### config.mk
export PLATFORM = sky130hd
export DESIGN_NAME = statemachine
export DESIGN_NICKNAME = d
export VERILOG_FILES = /design/src/rtl/statemachine_pkg.sv /design/src/rtl/statemachine.sv
export SDC_FILE = /design/constraint.sdc
export NUM_CORES = 1
export LEC_CHECK = 0
export CAP_MARGIN = 25
export CORE_MARGIN = 1.5
export CORE_UTILIZATION = 25
export CTS_CLUSTER_SIZE = 16
export DETAILED_ROUTE_END_ITERATION = 7
export PLACE_DENSITY = 0.69
export SKIP_LAST_GASP = 1
export SYNTH_ARGS = -nofsm -noshare
export SYNTH_HDL_FRONTEND = slang
export SYNTH_SLANG_ARGS = --single-unit
### constraint.sdc
create_clock -name clk -period 1.3 [get_ports clk]
set_input_delay 0.13 -clock clk [delete_from_list [all_inputs] [get_ports clk]]
set_output_delay 0.13 -clock clk [all_outputs]
set_load 0.05 [all_outputs]
### src/rtl/statemachine_pkg.sv
`default_nettype none
// ============================================================================
//  Module      : statemachine_pkg
//  Description : Shared core constants for the five-phase sequencer:
//                state width and the one-hot phase encodings.
//  Ports       : none (package)
//  Revision    : 1.0  initial release
// ============================================================================
package statemachine_pkg;

   // Width of the one-hot phase vector.
   localparam int unsigned c_STATE_W = 5;

   // One-hot phase encodings. Bit position k corresponds to phase k.
   typedef enum logic [c_STATE_W-1:0] {
      FETCH        = 5'b00001,
      DECODE       = 5'b00010,
      EXECUTE      = 5'b00100,
      MEMORYACCESS = 5'b01000,
      WRITEBACK    = 5'b10000
   } state_t;

endpackage : statemachine_pkg
`default_nettype wire

### src/rtl/statemachine.sv
`default_nettype none
// ============================================================================
//  Module      : statemachine
//  Description : Five-phase sequencer for the multi-cycle RISC-V core.
//                Steps FETCH -> DECODE -> EXECUTE -> MEMORYACCESS ->
//                WRITEBACK -> FETCH, one phase per clock. Each phase can be
//                held by its own stall input.
//  Ports       :
//    clk                 in   global clock, rising edge
//    rst_n               in   synchronous reset, ACTIVE-HIGH (name is legacy)
//    stall_<phase>       in   hold <phase> while it is the current phase
//    phase_<phase>       out  high while <phase> is the current phase
//    current[4:0]        out  registered one-hot phase
//    next[4:0]           out  combinational next phase
//  Revision    : 1.0  initial release
// ============================================================================
module statemachine
   import statemachine_pkg::*;
(
   input  logic                 clk,
   input  logic                 rst_n,
   input  logic                 stall_fetch,
   input  logic                 stall_decode,
   input  logic                 stall_execute,
   input  logic                 stall_memoryaccess,
   input  logic                 stall_writeback,
   output logic                 phase_fetch,
   output logic                 phase_decode,
   output logic                 phase_execute,
   output logic                 phase_memoryaccess,
   output logic                 phase_writeback,
   output logic [c_STATE_W-1:0] current,
   output logic [c_STATE_W-1:0] next
);

   // Kept as a plain vector rather than state_t so that a corrupted,
   // non-one-hot value can exist and be recovered from.
   logic [c_STATE_W-1:0] r_current;
   logic [c_STATE_W-1:0] w_next;

   // ------------------------------------------------------------------------
   // Next-state logic. Only the stall of the current phase is looked at; any
   // value that is not one of the five legal codes falls back to FETCH.
   // ------------------------------------------------------------------------
   always_comb begin
      w_next = FETCH;
      case (r_current)
         FETCH        : w_next = stall_fetch        ? FETCH        : DECODE;
         DECODE       : w_next = stall_decode       ? DECODE       : EXECUTE;
         EXECUTE      : w_next = stall_execute      ? EXECUTE      : MEMORYACCESS;
         MEMORYACCESS : w_next = stall_memoryaccess ? MEMORYACCESS : WRITEBACK;
         WRITEBACK    : w_next = stall_writeback    ? WRITEBACK    : FETCH;
         default      : w_next = FETCH;
      endcase
   end

   // ------------------------------------------------------------------------
   // State register. rst_n is active-high despite its name; it wins over any
   // stall because the stall only acts through w_next.
   // ------------------------------------------------------------------------
   always_ff @(posedge clk) begin
      if (rst_n) begin
         r_current <= FETCH;
      end else begin
         r_current <= w_next;
      end
   end

   // Phase enables follow the state bits directly, no extra latency.
   assign phase_fetch        = r_current[0];
   assign phase_decode       = r_current[1];
   assign phase_execute      = r_current[2];
   assign phase_memoryaccess = r_current[3];
   assign phase_writeback    = r_current[4];

   assign current = r_current;
   assign next    = w_next;

endmodule : statemachine
`default_nettype wire

==> flow_metrics.tcl, run 1 <==
set metrics [dict create \
    outcome "complete, but fails checks" \
    violations "negative setup slack" \
    worstPathArrival_ps 1560 \
    synth_compound_area_share_pct 19.0 \
    hpwl_um 854 \
    place_inst 91 \
    drt_iter0_markers 7 \
    largest_reg_flops 5 \
    wl_met1_um 463 \
    finClkSkew_ps 6.87 \
    cts_buffers 3 \
    clockBufferDepth 2 \
    period_share_pct 130 \
    ys_warn_count 0 \
    clk_latency_ps 240 \
    grt_max_degree 10 \
    core_area_sq_mm 0.00132 \
    r2r_start "current[4]$_SDFF_PP0_" \
    final_common_cell "buf_4" \
    gp_congestion 0.775 \
    synth-xor-area-share_pct 0 \
    setup_viol_count_final 7 \
    drc 0 \
    routed.top_layer "met4" \
    r2r_cells 5 \
    yosysSeqAreaShare_pct 28.2 \
    met2_length_um 620 \
    synth_simple_gate_area_share_pct 39.1 \
    crit_required_ps 1170 \
    grt_usage_pct 16.7 \
    endpoint_kind "primary output" \
    netlist_area_sq_um 355 \
    drive_gt1_share_pct 72.3 \
    dr_wl_met3_um 57 \
    holdWs_ps 580 \
    antenna_left 0 \
    fp.dieH_um 40.7 \
    leakage_nw 0.397 \
    die_width_um 40.7 \
    synth_cell_types 21 \
    synth_adder_area_share_pct 0 \
    via_count 456 \
    hold_depth 2 \
    grt_pass1_vias 452 \
    layout_common_cells "16 x buf_4, 13 x buf_12, 6 x clkdlybuf4s50_1" \
    syn_inst 44 \
    clock.fmax_mhz 593 \
    p_per_area_mw_per_mm2 700 \
    cp_max_fo 2 \
    grt_pass1_wl_mm 1.84 \
    hold_start "rst_n" \
    hold_buffers 0 \
    cts_root_buf "clkbuf_4" \
    peakVddDrop_mv 0.729 \
    antenna_cells 0 \
    drv_slew 0 \
    antenna_found_initial 0 \
    r2r_slack_ps -240 \
    via_per_inst 4.65 \
    first_pass_iters 4 \
    cts.clk_slew.worst_paths_ps 40 \
    cts_sinks 5 \
    fin_cells 98 \
    hold_path_end "current[2]$_SDFF_PP0_" \
    routed_wl_mm 1.16 \
    portBuffers 21 \
    synth_nets 51 \
    hold_class "in2reg" \
    io-pin-count 22 \
    htreeDepth 1 \
    hold_viol 0 \
    die-area_sq_mm 0.00166 \
    start_kind "flop" \
    nets 91 \
    maxSlewHeadroom_pct 82.4 \
    start_util_pct 27.0 \
    min_period_ps 1690 \
    yosys-top-cells-area "dfxtp_1 28%, buf_4 11%, or3_4 6.3%" \
    worst_pin_slew_ps 263 \
    overflow 0 \
    area_delta_synth_final_pct 178 \
    cap_violations 0 \
    regToRegEndpoint "current[2]$_SDFF_PP0_" \
    setup_ws_ps -386 \
    yosys.area.top_type "dfxtp_1" \
    rows 13 \
    syn_avg_cell_area_sq_um 8.08 \
    detail_route.wl_per_cell_um 11.8 \
    synth-seq-cells 5 \
    cts_tree "yes" \
    crit_type "reg2out" \
    synthMuxAreaShare_pct 0 \
    synth_top_family_by_area "simple AND/OR/NAND/NOR gates" \
    rsz0062_at_grt "true" \
    synth.top_cell.area_share_pct 28.2 \
]
## where the power goes
| part | leakage (nW) | total (mW) | switching (mW) | internal (mW) |
|---|---|---|---|---|
| clock network | 0.0150 | 0.175 | 0.0594 | 0.116 |
| registers | 0.0433 | 0.172 | 0.0153 | 0.157 |
| logic | 0.339 | 0.343 | 0.168 | 0.175 |
## layout make-up
class,instances,area (sq um)
fill,87,330
sequential,5,114
clock buffer,4,26.3
multi-input combinational,31,320
timing repair buffer,40,497
inverter,3,11.3
tap,15,18.8
## critical path, stage by stage, from the launching register on
cell and delay [ps]:
dfxtp_4 340, or3_4 380, or3_4 410, nand2_8 70, buf_12 120
## stage by stage
step | TNS [ps] | cell area (sq um) | utilization, % | power [mW] | setup WS [ps]
after floorplan | -764 | 422 | - | 0.332 | -177
after global placement | -651 | 858 | 65.1 | 0.488 | -137
after detailed placement | -702 | 858 | 65.1 | 0.491 | -143
after CTS | -1780 | 977 | 74.2 | 0.700 | -406
after global routing | -1960 | 987 | 74.9 | 0.729 | -421
final | -1630 | 987 | 74.9 | 0.691 | -386
## metal layers
layer | GRT usage (%) | up-vias
met3 | 1.63 | 4
li1 | - | 232
met4 | 10.8 | 0
met1 | 17.6 | 201
met5 | 0 | -
met2 | 31.0 | 19
## timing repair
| action | 4_1_cts | 5_1_grt |
|---|---|---|
| setup endpoints to repair | 7 | 8 |
| pin swaps | 4 | 0 |
| gates resized for setup | 15 | 2 |
| hold endpoints to repair | 0 | 0 |
| buffers inserted | 4 | 0 |
## synth_stat cells, drive strengths merged
cell type and instances:
o21ai 3, nor2b 3, a21oi 3, o211ai 1, nor3b 2, nand3 1
nor4 1, nor3 3, dfxtp 5, a22oi 1, and3b 2, nand2 1
nor2 3, o22a 1, or3 2, nor4b 1, inv 3, buf 5
nand2b 2, o311a 1
## cell families (layout without fill, tap and decap cells)
kind of cell / Yosys count / count (layout)
AND/OR/NAND/NOR: 21 / 21
flip-flops: 5 / 5
buffers and inverters: 8 / 47
AO/OA/AOI/OAI: 10 / 10
## worst max-delay path by stage
stage                     startpoint  endpoint  slack (ps)
3_3_place_gp   current[4]$_SDFF_PP0_   next[2]        -140
4_1_cts        current[4]$_SDFF_PP0_   next[2]        -410
6_report       current[4]$_SDFF_PP0_   next[2]        -390
5_1_grt        current[4]$_SDFF_PP0_   next[2]        -420
2_1_floorplan  current[4]$_SDFF_PP0_   next[2]        -180
3_5_place_dp   current[4]$_SDFF_PP0_   next[2]        -140
Note: power is estimated with default switching activity, not from simulation.
==> run 2, diff against run 1 <==
--- a/config.mk
+++ b/config.mk
@@ -5,13 +5,13 @@
 export SDC_FILE = /design/constraint.sdc
 export NUM_CORES = 1
 export LEC_CHECK = 0
-export CAP_MARGIN = 25
+export CAP_MARGIN = 30
 export CORE_MARGIN = 1.5
 export CORE_UTILIZATION = 25
 export CTS_CLUSTER_SIZE = 16
 export DETAILED_ROUTE_END_ITERATION = 7
+export GPL_ROUTABILITY_DRIVEN = 0
 export PLACE_DENSITY = 0.69
-export SKIP_LAST_GASP = 1
 export SYNTH_ARGS = -nofsm -noshare
 export SYNTH_HDL_FRONTEND = slang
 export SYNTH_SLANG_ARGS = --single-unit
==> run 2 against run 1 <==
  * The flow still finishes with violations (negative setup slack)
  * Wire length rose by 0.26%
  * Utilization fell by 0.47 points
  * Register-to-register slack barely moved
  * Clock-buffer cell count did not move
  * First-iteration DRC count fell by 43%
  * Cell area fell by 0.63%
  * Worst setup slack barely moved
  * Critical path depth did not move
  * Critical path type unchanged
==> flow_metrics.tcl, run 2 (same netlist as run 1, synthesis figures left out) <==
set metrics [dict create \
    drv_slew 0 \
    setup_ws_ps -386 \
    dp_slack_ps -143 \
    io-pin-count 22 \
    cap_violations 0 \
    drc 0 \
    grt_pass1_vias 452 \
    violations "negative setup slack" \
    fin_cells 98 \
    drive_gt1_share_pct 71.1 \
    start_util_pct 27.0 \
    place_inst 91 \
    peakVddDrop_mv 0.729 \
    die_width_um 40.7 \
    final_common_cell "buf_4" \
    hold_class "in2reg" \
    slowest_delay_ps 410 \
    crit_required_ps 1170 \
    htreeDepth 1 \
    cpMostUsedCell "or3_4" \
    outcome "complete, but fails checks" \
    maxSlewHeadroom_pct 82.4 \
    portBuffers 21 \
    p_per_area_mw_per_mm2 704 \
    cp_max_fo 2 \
    cts_tree "yes" \
    leakage_nw 0.396 \
    die-area_sq_mm 0.00166 \
    core_area_sq_mm 0.00132 \
    grt_max_degree 10 \
    via_per_inst 4.70 \
    start_kind "flop" \
    cts_root_buf "clkbuf_4" \
    hpwl_um 854 \
    tns_ps -1620 \
    min_period_ps 1690 \
    antenna_left 0 \
    cpLargestDelayFamily "simple AND/OR/NAND/NOR gates" \
    cts_sinks 5 \
    via_count 461 \
    postLayoutCoreUtil_pct 74.5 \
    detail_route.wl_per_cell_um 11.9 \
    dpl_cell_area_sq_um 858 \
    grt_pass1_wl_mm 1.84 \
    clock.fmax_mhz 593 \
    worstPathArrival_ps 1560 \
    first_pass_iters 4 \
    drt_iter0_markers 4 \
    layout_common_cells "16 x buf_4, 13 x buf_12, 6 x clkdlybuf4s50_1" \
    grt_usage_pct 16.7 \
    period_share_pct 130 \
    nFillCells 89 \
    clk_latency_ps 240 \
    final_area_sq_um 981 \
    area_delta_synth_final_pct 176 \
    clockBufferDepth 2 \
    cp_cell_sequence "or3_4 > or3_4 > nand2_8 > buf_12" \
    endpoint_kind "primary output" \
    cp_slowest_cell "or3_4" \
    crit_buf_inv 1 \
    hold_buffers 0 \
    largest_reg_flops 5 \
    worst_pin_slew_ps 263 \
    setup_viol_count_final 7 \
    fp.dieH_um 40.7 \
    cts.clk_slew.worst_paths_ps 40 \
    routed_wl_mm 1.16 \
    finClkSkew_ps 6.90 \
    rsz0062_at_grt "true" \
    rows 13 \
    nets 91 \
    overflow 0 \
    hold_viol 0 \
    antenna_found_initial 0 \
    cts_buffers 3 \
    crit_type "reg2out" \
    antenna_cells 0 \
]
[run 2: changes by cell type in the layout (fill, tap and decap cells not counted)]
cell	before	now
nor4b_2	1	0
nor4b_1	0	1
[run 2: timing repair]
item	4_1_cts	5_1_grt
setup endpoints to repair	7	7
pin swaps	4	0
resized for setup	16	0
setup buffers	4	0
hold endpoints to repair	0	0
[run 2: final cells by class]
type / count / area, sq um / area share [%]
well taps: 15 / 18.8 / 1.91
inverters: 3 / 11.3 / 1.15
repair buffers: 40 / 497 / 50.6
flip-flops and latches: 5 / 114 / 11.6
multi-input cells: 31 / 314 / 32.0
clock buffers: 4 / 26.3 / 2.68
[run 2: worst paths after layout]
kind / slack [ps] / endpoint / depth (start not counted) / from
hold reg to reg: 660 / current[4]$_SDFF_PP0_ / 2 / current[2]$_SDFF_PP0_
hold / removal: 570 / current[2]$_SDFF_PP0_ / 2 / rst_n
setup reg to reg: -240 / current[2]$_SDFF_PP0_ / 5 / current[4]$_SDFF_PP0_
setup / recovery: -390 / next[2] / 4 / current[4]$_SDFF_PP0_
[run 2: stage by stage]
stage               power, mW  hold slack (ps)
CTS                     0.701              549
global placement        0.488              623
detailed placement      0.491              631
global route            0.729              597
floorplan               0.332              183
finish                  0.691              566
[run 2: layer usage]
layer | track usage, % | routed length, um | vias up
met5 | 0 | 0 | -
met4 | 10.8 | 20 | 0
met3 | 1.63 | 57 | 4
met2 | 31.0 | 623 | 19
met1 | 17.6 | 462 | 204
li1 | - | - | 234
[run 2: report_power, final]
group	internal [mW]	switching, mW
clock network	0.116	0.0594
logic	0.175	0.168
registers	0.157	0.0153
total	0.448	0.243
==> run 3, diff against run 2 <==
--- a/config.mk
+++ b/config.mk
@@ -15,3 +15,4 @@
 export SYNTH_ARGS = -nofsm -noshare
 export SYNTH_HDL_FRONTEND = slang
 export SYNTH_SLANG_ARGS = --single-unit
+export TNS_END_PERCENT = 50
==> run 3 against run 2 <==
  * The flow still finishes with violations (negative setup slack)
  * Non-clock buffer count shrank 1
  * Total power is 0.21% higher
  * Sequential share of layout area rose by 0.13 points
  * Cell area down 1.1%
  * Worst setup slack lost 9.0 ps
  * Largest cell class unchanged
==> flow_metrics.tcl, run 3 (same netlist as run 1, synthesis figures left out) <==
set metrics [dict create \
    final_area_sq_um 970 \
    crit_required_ps 1170 \
    layout_common_cells "16 x buf_4, 13 x buf_12, 6 x clkdlybuf4s50_1" \
    cts.clk_slew.worst_paths_ps 40 \
    cap_violations 0 \
    finClkSkew_ps 8.56 \
    violations "negative setup slack" \
    hpwl_um 854 \
    setup_ws_ps -395 \
    min_period_ps 1700 \
    via_per_inst 4.78 \
    core_area_sq_mm 0.00132 \
    routed_wl_mm 1.15 \
    io-pin-count 22 \
    nets 90 \
    cts_sinks 5 \
    die_width_um 40.7 \
    cellInternalPower_uw 447 \
    setup_viol_count_final 7 \
    antenna_left 0 \
    hold_class "in2reg" \
    worstPathArrival_ps 1570 \
    hold_viol 0 \
    die-area_sq_mm 0.00166 \
    cp_max_fo 2 \
    dp_slack_ps -143 \
    grt_pass1_wl_mm 1.81 \
    switchingPower_uw 245 \
    grt_usage_pct 17.0 \
    sw_frac_of_total_pct 35.5 \
    antenna_found_initial 0 \
    start_kind "flop" \
    drc 0 \
    endpoint_kind "primary output" \
    outcome "complete, but fails checks" \
    cts_buffers 3 \
    dpl_cell_area_sq_um 858 \
    grt_max_degree 10 \
    worst_pin_slew_ps 270 \
    share_comb_of_total_power_pct 49.3 \
    cp_cell_sequence "or3_4 > or3_4 > nand2_8 > buf_12" \
    pwr-share-seq_pct 24.9 \
    area_delta_synth_final_pct 173 \
    final_common_cell "buf_4" \
    cts_tree "yes" \
    maxSlewHeadroom_pct 81.7 \
    start_util_pct 27.0 \
    peakVddDrop_mv 0.697 \
    portBuffers 21 \
    tns_ps -1550 \
    detail_route.wl_per_cell_um 11.9 \
    first_pass_iters 3 \
    clk_latency_ps 240 \
    drv_slew 0 \
    htreeDepth 1 \
    clock.fmax_mhz 590 \
    drt_iter0_markers 4 \
    cp_slowest_cell "or3_4" \
    hold_buffers 0 \
    antenna_cells 0 \
    clockBufferDepth 2 \
    rows 13 \
    cts_root_buf "clkbuf_4" \
    leakage_nw 0.391 \
    p_per_area_mw_per_mm2 714 \
    via_count 464 \
    grt_pass1_vias 438 \
    crit_type "reg2out" \
    cpMostUsedCell "or3_4" \
    drive_gt1_share_pct 70.7 \
    period_share_pct 130 \
    pwr-share-clk_pct 25.8 \
    rsz0062_at_grt "true" \
    slowest_delay_ps 410 \
    fp.dieH_um 40.7 \
    overflow 0 \
    largest_reg_flops 5 \
]
-- run 3: worst max-delay path, delay by kind of cell (launching register included) --
| kind | cells | cell delay (ps) |
|---|---|---|
| and+or+nand+nor | 3 | 860 |
| DFF | 1 | 340 |
| buffers and inverters | 1 | 120 |
-- run 3: final timing paths --
check                         from                     to  slack, ps  depth (start not counted)
min                          rst_n  current[2]$_SDFF_PP0_        560                          2
min reg2reg  current[2]$_SDFF_PP0_  current[4]$_SDFF_PP0_        660                          2
max          current[4]$_SDFF_PP0_                next[2]       -400                          4
max reg2reg  current[4]$_SDFF_PP0_  current[2]$_SDFF_PP0_       -150                          4
-- run 3: power by group through the flow --
stage                     combinational (mW)  sequential [mW]  clock (mW)
after global placement                 0.318            0.170           0
after floorplan                        0.133            0.199           0
after global routing                   0.358            0.173       0.198
after CTS                              0.342            0.171       0.186
final                                  0.341            0.172       0.179
after detailed placement               0.321            0.170           0
-- run 3: per-stage QoR --
| step | instances | power [mW] | utilization [%] | hold WS (ps) |
|---|---|---|---|---|
| global placement | 91 | 0.488 | 65.1 | 623 |
| detailed placement | 91 | 0.491 | 65.1 | 631 |
| floorplan | 44 | 0.332 | - | 183 |
| CTS | 97 | 0.699 | 73.3 | 550 |
| global route | 97 | 0.729 | 73.6 | 592 |
| finish | 97 | 0.692 | 73.6 | 564 |
-- run 3: layout make-up --
| cell class | instances | area [sq um] |
|---|---|---|
| flip-flops and latches | 5 | 114 |
| multi-input cells | 31 | 314 |
| repair buffers | 39 | 485 |
| well taps | 15 | 18.8 |
| clock buffers | 4 | 26.3 |
| inverters | 3 | 11.3 |
| fillers | 92 | 348 |
-- run 3: per-layer routing --
metal  vias to the layer above  global-route usage [%]  part of all wire, %
li1                        233                       -                    -
met1                       212                    18.0                   40
met2                        17                    30.6                   53
met3                         2                    4.35                  5.1
met4                         0                    9.17                  1.0
met5                         -                       0                    0
-- run 3: what timing repair did --
action / CTS / global route
cloned: 0 / 0
pin swaps: 4 / 0
endpoints found under the setup margin: 7 / 8
resized for setup: 14 / 1
setup buffers: 3 / 0
